==> src/rtl/pic_ctrl_pkg.sv <==
// Shared types and constants for the PIC front-end controller.
// Build option: PIC_CTRL_AUTOINIT_EN enables the automatic ICW/OCW1 init sequence.
package pic_ctrl_pkg;

  // Default init words: edge-triggered single PIC with ICW4, vector base 08h,
  // 8086 mode, all IRQ lines masked.
  localparam logic [7:0] ICW1_DEF = 8'h13;
  localparam logic [7:0] ICW2_DEF = 8'h08;
  localparam logic [7:0] ICW4_DEF = 8'h01;
  localparam logic [7:0] OCW1_DEF = 8'hFF;

  typedef enum logic [2:0] {
    INIT_ICW1,
    INIT_ICW2,
    INIT_ICW4,
    INIT_OCW1,
    RUN
  } init_state_t;

  typedef enum logic [2:0] {
    IDLE,
    ACK1,
    GAP,
    ACK2,
    DONE
  } inta_state_t;

endpackage

==> src/rtl/pic_inta_seq.sv <==
// Two-pulse interrupt-acknowledge sequencer. Generates the INTA pulse train,
// captures the vector on the last cycle of the second pulse and strobes it.
// Build option: none (PIC_CTRL_AUTOINIT_EN only affects pic_ctrl).
module pic_inta_seq
  import pic_ctrl_pkg::*;
#(
  parameter int PULSE_W = 2,
  parameter int GAP_W   = 2
) (
  input  logic       clk_i,
  input  logic       rst_i,
  input  logic       start_i,
  input  logic [7:0] pic_data_i,
  output logic       idle_o,
  output logic       inta_o,
  output logic       vector_valid_o,
  output logic [7:0] vector_o
);

  localparam int MAX_W = (PULSE_W > GAP_W) ? PULSE_W : GAP_W;
  localparam int CNT_W = (MAX_W > 1) ? $clog2(MAX_W) : 1;
  localparam logic [CNT_W-1:0] PULSE_LAST = CNT_W'(PULSE_W - 1);
  localparam logic [CNT_W-1:0] GAP_LAST   = CNT_W'(GAP_W - 1);

  inta_state_t      state_q;
  logic [CNT_W-1:0] cnt_q;
  logic             inta_q;
  logic             valid_q;
  logic [7:0]       vector_q;

  // Sequencer state, width counter and registered outputs, all updated together.
  always_ff @(posedge clk_i) begin
    if (rst_i) begin
      state_q  <= IDLE;
      cnt_q    <= '0;
      inta_q   <= 1'b0;
      valid_q  <= 1'b0;
      vector_q <= 8'h00;
    end else begin
      valid_q <= 1'b0;
      case (state_q)
        IDLE: begin
          if (start_i) begin
            state_q <= ACK1;
            cnt_q   <= '0;
            inta_q  <= 1'b1;
          end
        end
        ACK1: begin
          if (cnt_q == PULSE_LAST) begin
            state_q <= GAP;
            cnt_q   <= '0;
            inta_q  <= 1'b0;
          end else begin
            cnt_q <= cnt_q + CNT_W'(1);
          end
        end
        GAP: begin
          if (cnt_q == GAP_LAST) begin
            state_q <= ACK2;
            cnt_q   <= '0;
            inta_q  <= 1'b1;
          end else begin
            cnt_q <= cnt_q + CNT_W'(1);
          end
        end
        ACK2: begin
          if (cnt_q == PULSE_LAST) begin
            state_q  <= DONE;
            cnt_q    <= '0;
            inta_q   <= 1'b0;
            valid_q  <= 1'b1;
            vector_q <= pic_data_i;
          end else begin
            cnt_q <= cnt_q + CNT_W'(1);
          end
        end
        DONE: begin
          state_q <= IDLE;
        end
        default: begin
          state_q <= IDLE;
          cnt_q   <= '0;
          inta_q  <= 1'b0;
        end
      endcase
    end
  end

  assign idle_o         = (state_q == IDLE);
  assign inta_o         = inta_q;
  assign vector_valid_o = valid_q;
  assign vector_o       = vector_q;

endmodule

==> src/rtl/pic_ctrl.sv <==
// PIC front-end: forwards CPU register writes to the PIC, runs the INTA
// handshake on request and gates the PIC interrupt toward the CPU.
// Build option: define PIC_CTRL_AUTOINIT_EN to have the block program the PIC
// (ICW1, ICW2, ICW4, OCW1) itself after reset; otherwise software does it.
module pic_ctrl
  import pic_ctrl_pkg::*;
#(
  parameter logic [7:0] ICW1    = ICW1_DEF,
  parameter logic [7:0] ICW2    = ICW2_DEF,
  parameter logic [7:0] ICW4    = ICW4_DEF,
  parameter logic [7:0] OCW1    = OCW1_DEF,
  parameter int         PULSE_W = 2,
  parameter int         GAP_W   = 2
) (
  input  logic       clk_i,
  input  logic       rst_i,
  input  logic       cpu_wr_i,
  input  logic       cpu_a0_i,
  input  logic [7:0] cpu_data_i,
  output logic       cpu_busy_o,
  input  logic       ack_req_i,
  output logic       vector_valid_o,
  output logic [7:0] vector_o,
  output logic       irq_o,
  output logic       pic_wr_o,
  output logic       pic_a0_o,
  output logic [7:0] pic_data_o,
  output logic       pic_inta_o,
  input  logic       pic_int_i,
  input  logic [7:0] pic_data_i
);

  logic       busy;
  logic       in_run;
  logic       inta_start;
  logic       inta_idle;
  logic       wr_q, wr_d;
  logic       a0_q, a0_d;
  logic [7:0] data_q, data_d;

`ifdef PIC_CTRL_AUTOINIT_EN
  init_state_t init_q;
  logic        pend_q, pend_d;
  logic        run_next;
  logic        init_drv;
  logic [7:0]  init_data;

  // Init sequencer: one PIC register per cycle, then park in RUN.
  always_ff @(posedge clk_i) begin
    if (rst_i) begin
      init_q <= INIT_ICW1;
    end else begin
      case (init_q)
        INIT_ICW1: init_q <= INIT_ICW2;
        INIT_ICW2: init_q <= INIT_ICW4;
        INIT_ICW4: init_q <= INIT_OCW1;
        default:   init_q <= RUN;
      endcase
    end
  end

  assign busy     = (init_q != RUN);
  assign in_run   = (init_q == RUN);
  // Starting from OCW1 lets a request held over from init reach ACK1 in the first RUN cycle.
  assign run_next = in_run || (init_q == INIT_OCW1);
  assign inta_start = (ack_req_i | pend_q) & run_next;

  // Remember an acknowledge request seen while the PIC is still being programmed.
  always_comb begin
    pend_d = pend_q;
    if (inta_start && inta_idle) begin
      pend_d = 1'b0;
    end else if (ack_req_i && busy) begin
      pend_d = 1'b1;
    end
  end

  // Pending-request flag.
  always_ff @(posedge clk_i) begin
    if (rst_i) begin
      pend_q <= 1'b0;
    end else begin
      pend_q <= pend_d;
    end
  end

  // Init word for the current state.
  always_comb begin
    init_data = OCW1;
    case (init_q)
      INIT_ICW1: init_data = ICW1;
      INIT_ICW2: init_data = ICW2;
      INIT_ICW4: init_data = ICW4;
      default:   init_data = OCW1;
    endcase
  end

  // Init words go out in the state's own cycle; held off while reset is asserted.
  assign init_drv   = busy & ~rst_i;
  assign pic_wr_o   = init_drv | wr_q;
  assign pic_a0_o   = init_drv ? (init_q != INIT_ICW1) : a0_q;
  assign pic_data_o = init_drv ? init_data : data_q;
`else
  logic unused_cfg;
  assign unused_cfg = ^{ICW1, ICW2, ICW4, OCW1};

  assign busy       = 1'b0;
  assign in_run     = 1'b1;
  assign inta_start = ack_req_i;
  assign pic_wr_o   = wr_q;
  assign pic_a0_o   = a0_q;
  assign pic_data_o = data_q;
`endif

  assign cpu_busy_o = busy;

  // Accept a CPU write only when not busy; keep the last address/data otherwise.
  always_comb begin
    wr_d   = cpu_wr_i & ~busy;
    a0_d   = a0_q;
    data_d = data_q;
    if (wr_d) begin
      a0_d   = cpu_a0_i;
      data_d = cpu_data_i;
    end
  end

  // CPU write pipeline register toward the PIC.
  always_ff @(posedge clk_i) begin
    if (rst_i) begin
      wr_q   <= 1'b0;
      a0_q   <= 1'b0;
      data_q <= 8'h00;
    end else begin
      wr_q   <= wr_d;
      a0_q   <= a0_d;
      data_q <= data_d;
    end
  end

  pic_inta_seq #(
    .PULSE_W(PULSE_W),
    .GAP_W  (GAP_W)
  ) u_inta_seq (
    .clk_i         (clk_i),
    .rst_i         (rst_i),
    .start_i       (inta_start),
    .pic_data_i    (pic_data_i),
    .idle_o        (inta_idle),
    .inta_o        (pic_inta_o),
    .vector_valid_o(vector_valid_o),
    .vector_o      (vector_o)
  );

  // The CPU only sees the PIC interrupt when no acknowledge is in flight.
  assign irq_o = pic_int_i & in_run & inta_idle & ~rst_i;

endmodule

==> config.mk <==
export PLATFORM = sky130hd
export DESIGN_NAME = pic_ctrl
export DESIGN_NICKNAME = d
export VERILOG_FILES = /design/src/rtl/pic_ctrl_pkg.sv /design/src/rtl/pic_inta_seq.sv /design/src/rtl/pic_ctrl.sv
export SDC_FILE = /design/constraint.sdc
export NUM_CORES = 1
export LEC_CHECK = 0
export ABC_AREA = 1
export ABC_CLOCK_PERIOD_IN_PS = 1100
export CORE_MARGIN = 10
export CORE_UTILIZATION = 40
export CTS_CLUSTER_DIAMETER = 100
export CTS_CLUSTER_SIZE = 16
export DETAILED_ROUTE_END_ITERATION = 10
export PLACE_DENSITY = 0.78
export SETUP_SLACK_MARGIN = 0.4
export SYNTH_ARGS = -nofsm -noshare
export SYNTH_HDL_FRONTEND = slang
export SYNTH_HIERARCHICAL = 1
export SYNTH_SLANG_ARGS = --single-unit
==> constraint.sdc <==
create_clock -name clk_i -period 1.1 [get_ports clk_i]
set_input_delay 0.22 -clock clk_i [delete_from_list [all_inputs] [get_ports clk_i]]
set_output_delay 0.22 -clock clk_i [all_outputs]
set_load 0.02 [all_outputs]
==> flow_summary.toml, run 1 <==
[global_route]
grt_pass1_wl_um = 4800
grt_max_degree = 15
grt_usage_pct = 12.1
antenna_found_initial = 0
first_global_vias = 1019
grt.overflow.total = 0

[worst_setup_path]
crit_arrival_ps = 1130
critPathMaxStageDelay_ps = 350
setup.worst_path.class = "register to output pin"
cp-start-kind = "register"
cp.required_ps = 880
crit_path_end_kind = "output pin"
cp_common_cell = "nor2_4"
cp_max_fo = 2
slowest_stage = "dfxtp_2"
crit_path_cell_trace = "inv_2, nand2_4, nor2_4, nand2_2, nor2_4, buf_6"
rr_worst_depth = 6

[timing]
final.setup.worst_slack_ps = -247
rsz0062_at_grt = "yes"
drv_slew = 0
whs_ps = 428
period_share_pct = 122
finalCriticalPeriod_ps = 1350
fin_skew_ps = 13.1
clock.fmax_mhz = 742
setup_viol = 7
setup_tns_ps = -379
hold_viol = 0

[synth]
seq_area_frac_synth_pct = 49.5
syn_area_um2 = 970
yosys.area.top_type = "dfxtp_1"
synth_warnings = 6
syn_area_per_cell_um2 = 7.13
synthesis.instances = 136
ys_types = 15
yosys-top-cells-area = "dfxtp_1, nand2_1, nor2_1"
synth_nets = 158
yosys.area.top_type_share_pct = 49.5
synth_seq_cells = 24

[die]
chipHeight_um = 69.2
die_w_um = 69.2
dieArea_um2 = 4790
initial_core_util_pct = 43.0
ioPinCount = 44
coreArea_um2 = 2250
rows = 17

[routing]
finalWirelength_um = 3300
drt-wirelength-per-cell_um = 14.7
vias = 1051
drc = 0
drt.antenna.violating_nets = 0
drtIter0Drc = 36
dr.pass1.iters = 4
vias_per_cell = 4.67

[clock_tree]
clock_path_buffers = 2
tritoncts = "yes"
worstSkewPairLatency_ps = 320
cts-root-buf = "clkbuf_4"
cts_num_sinks = 24
cts_max_level = 1
path_clk_slew_ps = 140
numCtsBuffers = 3

[worst_hold_path]
hold_depth = 5
holdCritPathClass = "primary input to register"

[finish]
nFillCells = 147
final_common_cell = "nand2_1"
nets = 220
final_cells = 225
postLayoutCellArea_um2 = 1830
num_antenna_cells = 0
final_cell_mix = "nand2_1, buf_6, dfxtp_2, nor2_1, clkdlybuf4s50_1"
area_growth_pct = 88.9
final_layout_size_suffix_gt1_share_pct = 52.3

[status]
status = "finished, violations left"
violations = "setup timing"

[placed_design]
portBuffers = 42
placed_area_um2 = 1470
placed_cells_incl_taps = 212
gp_congestion = 0.818
dp_slack_ps = -601
place_hpwl_um = 2140

[job]
cap_violations = 0

[pwr]
ir_drop_mv = 1.28
powerDensity_nw_per_um2 = 1610
leakage_nw = 0.838
-- final timing paths --
path,start,to,slack [ps]
setup / recovery,u_inta_seq/state_q[0],irq_o,-250
hold / removal,cpu_wr_i,pic_a0_o,430
setup reg to reg,u_inta_seq/state_q[2],u_inta_seq/vector_o[1],-60
hold reg to reg,u_inta_seq/vector_o[5],u_inta_seq/vector_o[5],480
-- registers in the layout (all words and copies together) (netlist names) --
| signal | cells |
|---|---|
| pic_data_o | 8 |
| u_inta_seq/vector_valid_o | 1 |
| u_inta_seq/state_q | 3 |
| u_inta_seq/inta_o | 1 |
| pic_wr_o | 1 |
| pic_a0_o | 1 |
| u_inta_seq/vector_o | 8 |
| u_inta_seq/cnt_q | 1 |
-- Yosys cell counts --
| master | instances |
|---|---|
| buf_12 | 1 |
| nand4_2 | 1 |
| nand3_1 | 5 |
| inv_2 | 2 |
| clkbuf_1 | 1 |
| buf_4 | 2 |
| inv_1 | 14 |
| buf_6 | 1 |
| clkinv_1 | 1 |
| a21oi_1 | 12 |
| dfxtp_1 | 24 |
| nand2_2 | 3 |
| nor2_1 | 27 |
| conb_1 | 1 |
| nand2_1 | 41 |
-- report_power, final --
| part | switching, W | internal (W) |
|---|---|---|
| clock | 0.000262 | 0.000369 |
| sequential | 0.000102 | 0.000983 |
| combinational | 0.000673 | 0.000569 |
-- kinds of logic after synthesis --
| kind of cell | share of synthesized area, % |
|---|---|
| compound gates | 6.19 |
| other cells | 0.387 |
| simple gates | 32.1 |
| buf+inv | 11.7 |
| flops | 49.5 |
-- worst max-delay path, delay by kind of cell, from the launching register on --
| family | cells | cell delay, ps |
|---|---|---|
| DFF | 1 | 350 |
| and+or+nand+nor | 4 | 280 |
| buffers and inverters | 2 | 190 |
-- per-stage QoR --
step           power [W]  utilization (%)
4_1_cts          0.00267             73.8
3_5_place_dp     0.00187             65.1
2_1_floorplan    0.00150                -
3_3_place_gp     0.00184             65.1
5_1_grt          0.00308             81.2
6_report         0.00296             81.2
-- layer usage --
layer / GRT usage (%) / wire length [um] / up-vias
li1: - / - / 531
met1: 10.6 / 1180 / 483
met2: 22.2 / 1780 / 31
met5: 0 / 0 / -
met3: 6.70 / 290 / 6
met4: 4.66 / 42 / 0
-- timing repair --
action	in CTS	in global routing
hold buffers	0	0
buffers inserted	3	5
endpoints found under the setup margin	45	43
pin swaps	9	10
cloned	1	0
gates resized for setup	167	33
-- layout make-up --
type | count | area [um2] | area share (%)
multi-input combinational | 90 | 534 | 29.2
clock inverter | 1 | 30.0 | 1.64
clock buffer | 3 | 22.5 | 1.23
timing repair buffer | 62 | 624 | 34.1
tap | 28 | 35.0 | 1.91
sequential | 24 | 512 | 27.9
inverter | 17 | 73.8 | 4.03
Note: power is estimated with default switching activity, not from simulation.
==> run 2, diff against run 1 <==
Settings changed: ABC_AREA 1 to default, SETUP_SLACK_MARGIN 0.4 to 0.3.
==> run 2 against run 1 <==
  * The run still ends with setup timing left
  * Non-clock buffer count up 1
  * Final area down 3.3%
  * Critical path depth down 2
  * Critical path type unchanged
  * Largest cell class unchanged
==> flow_summary.toml, run 2 <==
[status]
status = "finished, violations left"
violations = "setup timing"

[finish]
nets = 183
area_growth_pct = 82.5
final_layout_size_suffix_gt1_share_pct = 61.3
seq_area_um2 = 509
num_antenna_cells = 0
nFillCells = 152
postLayoutCellArea_um2 = 1770
multiInputGateArea_um2 = 507
final_cell_mix = "buf_6, dfxtp_2, clkdlybuf4s50_1"
final_common_cell = "buf_6"

[clock_tree]
cts-root-buf = "clkbuf_4"
cts_max_level = 1
cts_hold_buf = 0
worstSkewPairLatency_ps = 310
path_clk_slew_ps = 130
cts_num_sinks = 24
clock_path_buffers = 2
numCtsBuffers = 3
tritoncts = "yes"

[synth]
netlist_top_cells_count = "dfxtp_1, nand2_1, nor2_1, mux2i_1, a21oi_2"
synth_warnings = 6
syn_area_per_cell_um2 = 9.61
synthesis.instances = 101
synth_seq_cells = 24
yosys-top-cells-area = "dfxtp_1, mux2i_1, a21oi_2"
ys_types = 24
seq_area_frac_synth_pct = 49.5
synth_nets = 123
yosys.area.top_type = "dfxtp_1"
yosys.area.top_type_share_pct = 49.5
ys_async_sr_fraction_pct = 0
syn_area_um2 = 971
synth.most_common_cell = "dfxtp_1"
synth_edf_count = 0
synth_ff_type = "dfxtp_1"

[global_route]
grt_max_degree = 25
grt_usage_pct = 11.2
use_met1_pct = 12.7
antenna_found_initial = 0
first_global_vias = 948
use_met3_pct = 5.14
grt.overflow.total = 0
grt_pass1_wl_um = 4650
grt-busiest-layer = "met2"
grt_util_met2_pct = 18.5

[placed_design]
placed_area_um2 = 1480
portBuffers = 42
place_hpwl_um = 1950
gp_congestion = 0.713

[worst_setup_path]
cp.required_ps = 880
cp_max_fo = 2
worstReg2RegStart = "u_inta_seq/state_q[0]"
crit_end = "irq_o"
reg2reg_to = "u_inta_seq/vector_o[7]"
rr_worst_depth = 7
cp-start-kind = "register"
r2r_slack_ps = -190
setup.worst_path.class = "register to output pin"
startpoint = "u_inta_seq/state_q[1]"
crit_path_end_kind = "output pin"
crit_arrival_ps = 1170

[timing]
clock.fmax_mhz = 717
hold_viol = 0
rsz0062_at_grt = "yes"
drv_slew = 0
finalCriticalPeriod_ps = 1390
fin_skew_ps = 5.80
final.setup.worst_slack_ps = -294
setup_tns_ps = -2220
period_share_pct = 127
setup_viol = 13

[die]
rows = 17
die_w_um = 69.3
dieArea_um2 = 4800
coreArea_um2 = 2250
initial_core_util_pct = 43.1
chipHeight_um = 69.3
ioPinCount = 44

[pwr]
internal_power_w = 0.00139
ir_drop_mv = 0.850
comb_power_share_pct = 25.5
switching_share_pct = 25.7
seq_power_share_pct = 50.1
clockPowerShare_pct = 24.4
powerDensity_nw_per_um2 = 1060
power_switching_w = 0.000482
leakage_nw = 0.798

[routing]
drt-wirelength-per-cell_um = 15.6
vias = 901
vias_per_cell = 4.79
drtIter0Drc = 41
dr.pass1.iters = 4
finalWirelength_um = 2940
drt.antenna.violating_nets = 0
drc = 0

[worst_hold_path]
holdCritStartpoint = "pic_data_i[6]"
holdCritPathClass = "primary input to register"

[job]
cap_violations = 0
## run 2: cell families after synthesis
logic type	synth area share, %
other	0.386
XOR/XNOR	0.902
AND/OR/NAND/NOR	22.0
AO/OA/AOI/OAI	10.3
multiplexers	9.28
buffers and inverters	7.60
flip-flops	49.5
## run 2: cell type report
class / count / area share (%)
Clock buffer: 4 / 2.05
Inverter: 1 / 0.212
Multi-Input combinational cell: 68 / 28.6
Sequential cell: 24 / 28.7
Tap cell: 28 / 1.98
Timing Repair Buffer: 63 / 38.4
## run 2: layer usage
| layer | vias up | part of all wire (%) |
|---|---|---|
| met5 | - | 0 |
| met4 | 0 | 0 |
| met3 | 0 | 10 |
| met2 | 35 | 48 |
| met1 | 417 | 42 |
| li1 | 449 | - |
## run 2: timing repair
item / 4_1_cts / 5_1_grt
gates resized for setup: 166 / 8
gates cloned: 1 / 0
endpoints found under the setup margin: 45 / 35
buffers inserted: 9 / 3
endpoints found under the hold margin: 0 / 0
pin swaps: 12 / 11
## run 2: worst min path at each step
stage | to | slack [ps] | cells past startpoint
after global routing | u_inta_seq/vector_o[4] | 450 | 3
after CTS | pic_wr_o | 430 | 3
after floorplan | u_inta_seq/vector_o[0] | 280 | 1
final | u_inta_seq/vector_o[6] | 460 | 3
after global placement | u_inta_seq/vector_o[6] | 450 | 2
after detailed placement | u_inta_seq/vector_o[4] | 460 | 2
## run 2: stage by stage
| step | std cells | hold WS, ps | utilization (%) | worst slack (ps) | power (W) |
|---|---|---|---|---|---|
| after floorplan | 101 | 282 | - | 53.5 | 0.00113 |
| after global placement | 171 | 454 | 65.4 | -579 | 0.00128 |
| after detailed placement | 171 | 461 | 65.4 | -576 | 0.00129 |
| after CTS | 185 | 434 | 76.4 | -261 | 0.00185 |
| after global routing | 188 | 446 | 78.6 | -348 | 0.00195 |
| final | 188 | 458 | 78.6 | -294 | 0.00187 |
## run 2: critical path: stages (launching register included)
cell and delay, ps:
dfxtp_2 360, nor3_2 180, nand2_1 120, nor2_4 90, buf_6 120
## run 2: power by group through the flow
| stage | clock network [W] | registers [W] | logic [W] |
|---|---|---|---|
| 2_1_floorplan | 0 | 0.000974 | 0.000152 |
| 3_3_place_gp | 0 | 0.000942 | 0.000335 |
| 3_5_place_dp | 0 | 0.000945 | 0.000343 |
| 4_1_cts | 0.000467 | 0.000936 | 0.000444 |
| 5_1_grt | 0.000505 | 0.000944 | 0.000503 |
| 6_report | 0.000456 | 0.000938 | 0.000477 |
==> run 3, diff against run 2 <==
Settings changed: CTS_CLUSTER_DIAMETER 100 to default, GPL_ROUTABILITY_DRIVEN from default to 0, SETUP_SLACK_MARGIN 0.3 to 0.4.
==> run 3 against run 2 <==
  * The flow still finishes with violations (setup timing)
  * Clock-buffer cell count is 1 lower
  * Clock power rose by 37%
  * Sequential cell count did not move
  * Combinational power down 6.9%
  * Worst hold slack worse by 6.3 ps
  * Clock skew is 3.1 ps lower
  * Via count up 1.8%
  * Cell count is 1.6% lower
  * Wire length grew 4.0%
  * Die area unchanged
  * Register-to-register slack improved by 60 ps
  * Critical path type unchanged
==> flow_summary.toml, run 3 (synthesized netlist as in run 2, its figures left out) <==
[global_route]
grt.overflow.total = 0
first_global_vias = 948
grt_pass1_wl_um = 4740
antenna_found_initial = 0
grt_max_degree = 25
grt_usage_pct = 11.6

[timing]
clock.fmax_mhz = 732
period_share_pct = 124
drv_slew = 0
rsz0062_at_grt = "yes"
hold_viol = 0
final.setup.worst_slack_ps = -267
setup_tns_ps = -1340
setup_viol = 11
fin_skew_ps = 2.68
finalCriticalPeriod_ps = 1370

[worst_setup_path]
setup.worst_path.class = "register to output pin"
cp-start-kind = "register"
crit_path_end_kind = "output pin"
cp_max_fo = 2
crit_arrival_ps = 1150
cp.required_ps = 880

[finish]
final_layout_size_suffix_gt1_share_pct = 62.4
final_cells = 185
final_cell_mix = "buf_6, dfxtp_2, clkdlybuf4s50_1, nor2_1, nand2_1"
num_antenna_cells = 0
nFillCells = 148
final_common_cell = "buf_6"
nets = 180
area_growth_pct = 85.1

[routing]
vias = 917
drt.antenna.violating_nets = 0
finalWirelength_um = 3060
vias_per_cell = 4.96
drt-wirelength-per-cell_um = 16.5
dr.pass1.iters = 4
drtIter0Drc = 19
drc = 0

[job]
cap_violations = 0

[status]
violations = "setup timing"
status = "finished, violations left"

[die]
initial_core_util_pct = 43.1
die_w_um = 69.3
ioPinCount = 44
dieArea_um2 = 4800
chipHeight_um = 69.3
rows = 17
coreArea_um2 = 2250

[worst_hold_path]
holdCritPathClass = "primary input to register"

[pwr]
comb_power_share_pct = 22.0
switching_share_pct = 24.0
clockPowerShare_pct = 30.9
powerDensity_nw_per_um2 = 1120
power_switching_w = 0.000484
seq_power_share_pct = 47.1
leakage_nw = 0.809
internal_power_w = 0.00154
ir_drop_mv = 0.933

[clock_tree]
cts_num_sinks = 24
cts-root-buf = "clkbuf_4"
numCtsBuffers = 3
tritoncts = "yes"
worstSkewPairLatency_ps = 300
clock_path_buffers = 2
cts_max_level = 1
path_clk_slew_ps = 130

[placed_design]
place_hpwl_um = 2100
placed_cells_incl_taps = 169
portBuffers = 42
-- run 3: cell type report --
class / instances / area [um2] / area share (%)
Sequential cell: 24 / 510 / 28.4
Tap cell: 28 / 35.0 / 1.95
Inverter: 1 / 3.75 / 0.209
Clock inverter: 1 / 30.0 / 1.67
Multi-Input combinational cell: 68 / 526 / 29.2
Timing Repair Buffer: 60 / 669 / 37.3
Clock buffer: 3 / 22.5 / 1.25
-- run 3: routing by layer --
layer	track usage, %	share of wire, %	wire length [um]
met5	0	0	0
met1	12.4	40	1240
met4	3.10	1.1	35
met2	19.2	48	1480
met3	6.56	10	310
-- run 3: worst max-delay path: stages, from the launching register on --
cell	delay (ps)
dfxtp_2	350
nor3_2	150
nand2_1	110
nor2_4	110
buf_6	130
-- run 3: power by group through the flow --
stage	Clock (W)	Sequential [W]	Combinational, W
floorplan	0	0.000976	0.000154
global placement	0	0.000950	0.000329
detailed placement	0	0.000954	0.000342
CTS	0.000639	0.000950	0.000390
global route	0.000679	0.000957	0.000472
finish	0.000624	0.000951	0.000444
-- run 3: through the flow --
stage               area [um2]  setup slack (ps)  hold WS (ps)  power [W]  utilization (%)
floorplan                 1030              53.5           282    0.00113                -
global placement          1480              -579           454    0.00128             65.5
detailed placement        1480              -590           461    0.00130             65.5
CTS                       1700              -242           432    0.00198             75.2
global route              1800              -353           445    0.00211             79.7
finish                    1800              -267           451    0.00202             79.7
-- run 3: final timing paths --
path | start | end | slack, ps | cells after the start
max | u_inta_seq/state_q[1] | irq_o | -270 | 4
min reg2reg | u_inta_seq/vector_o[3] | u_inta_seq/vector_o[3] | 480 | 2
min | cpu_wr_i | pic_wr_o | 450 | 3
max reg2reg | u_inta_seq/state_q[0] | u_inta_seq/vector_o[1] | -130 | 6
-- run 3: repair_timing --
action / in CTS / in global routing
setup buffers: 3 / 7
gates cloned: 2 / 0
hold buffers: 0 / 0
gates resized for setup: 165 / 11
pin swaps: 4 / 8
setup endpoints to repair: 45 / 37
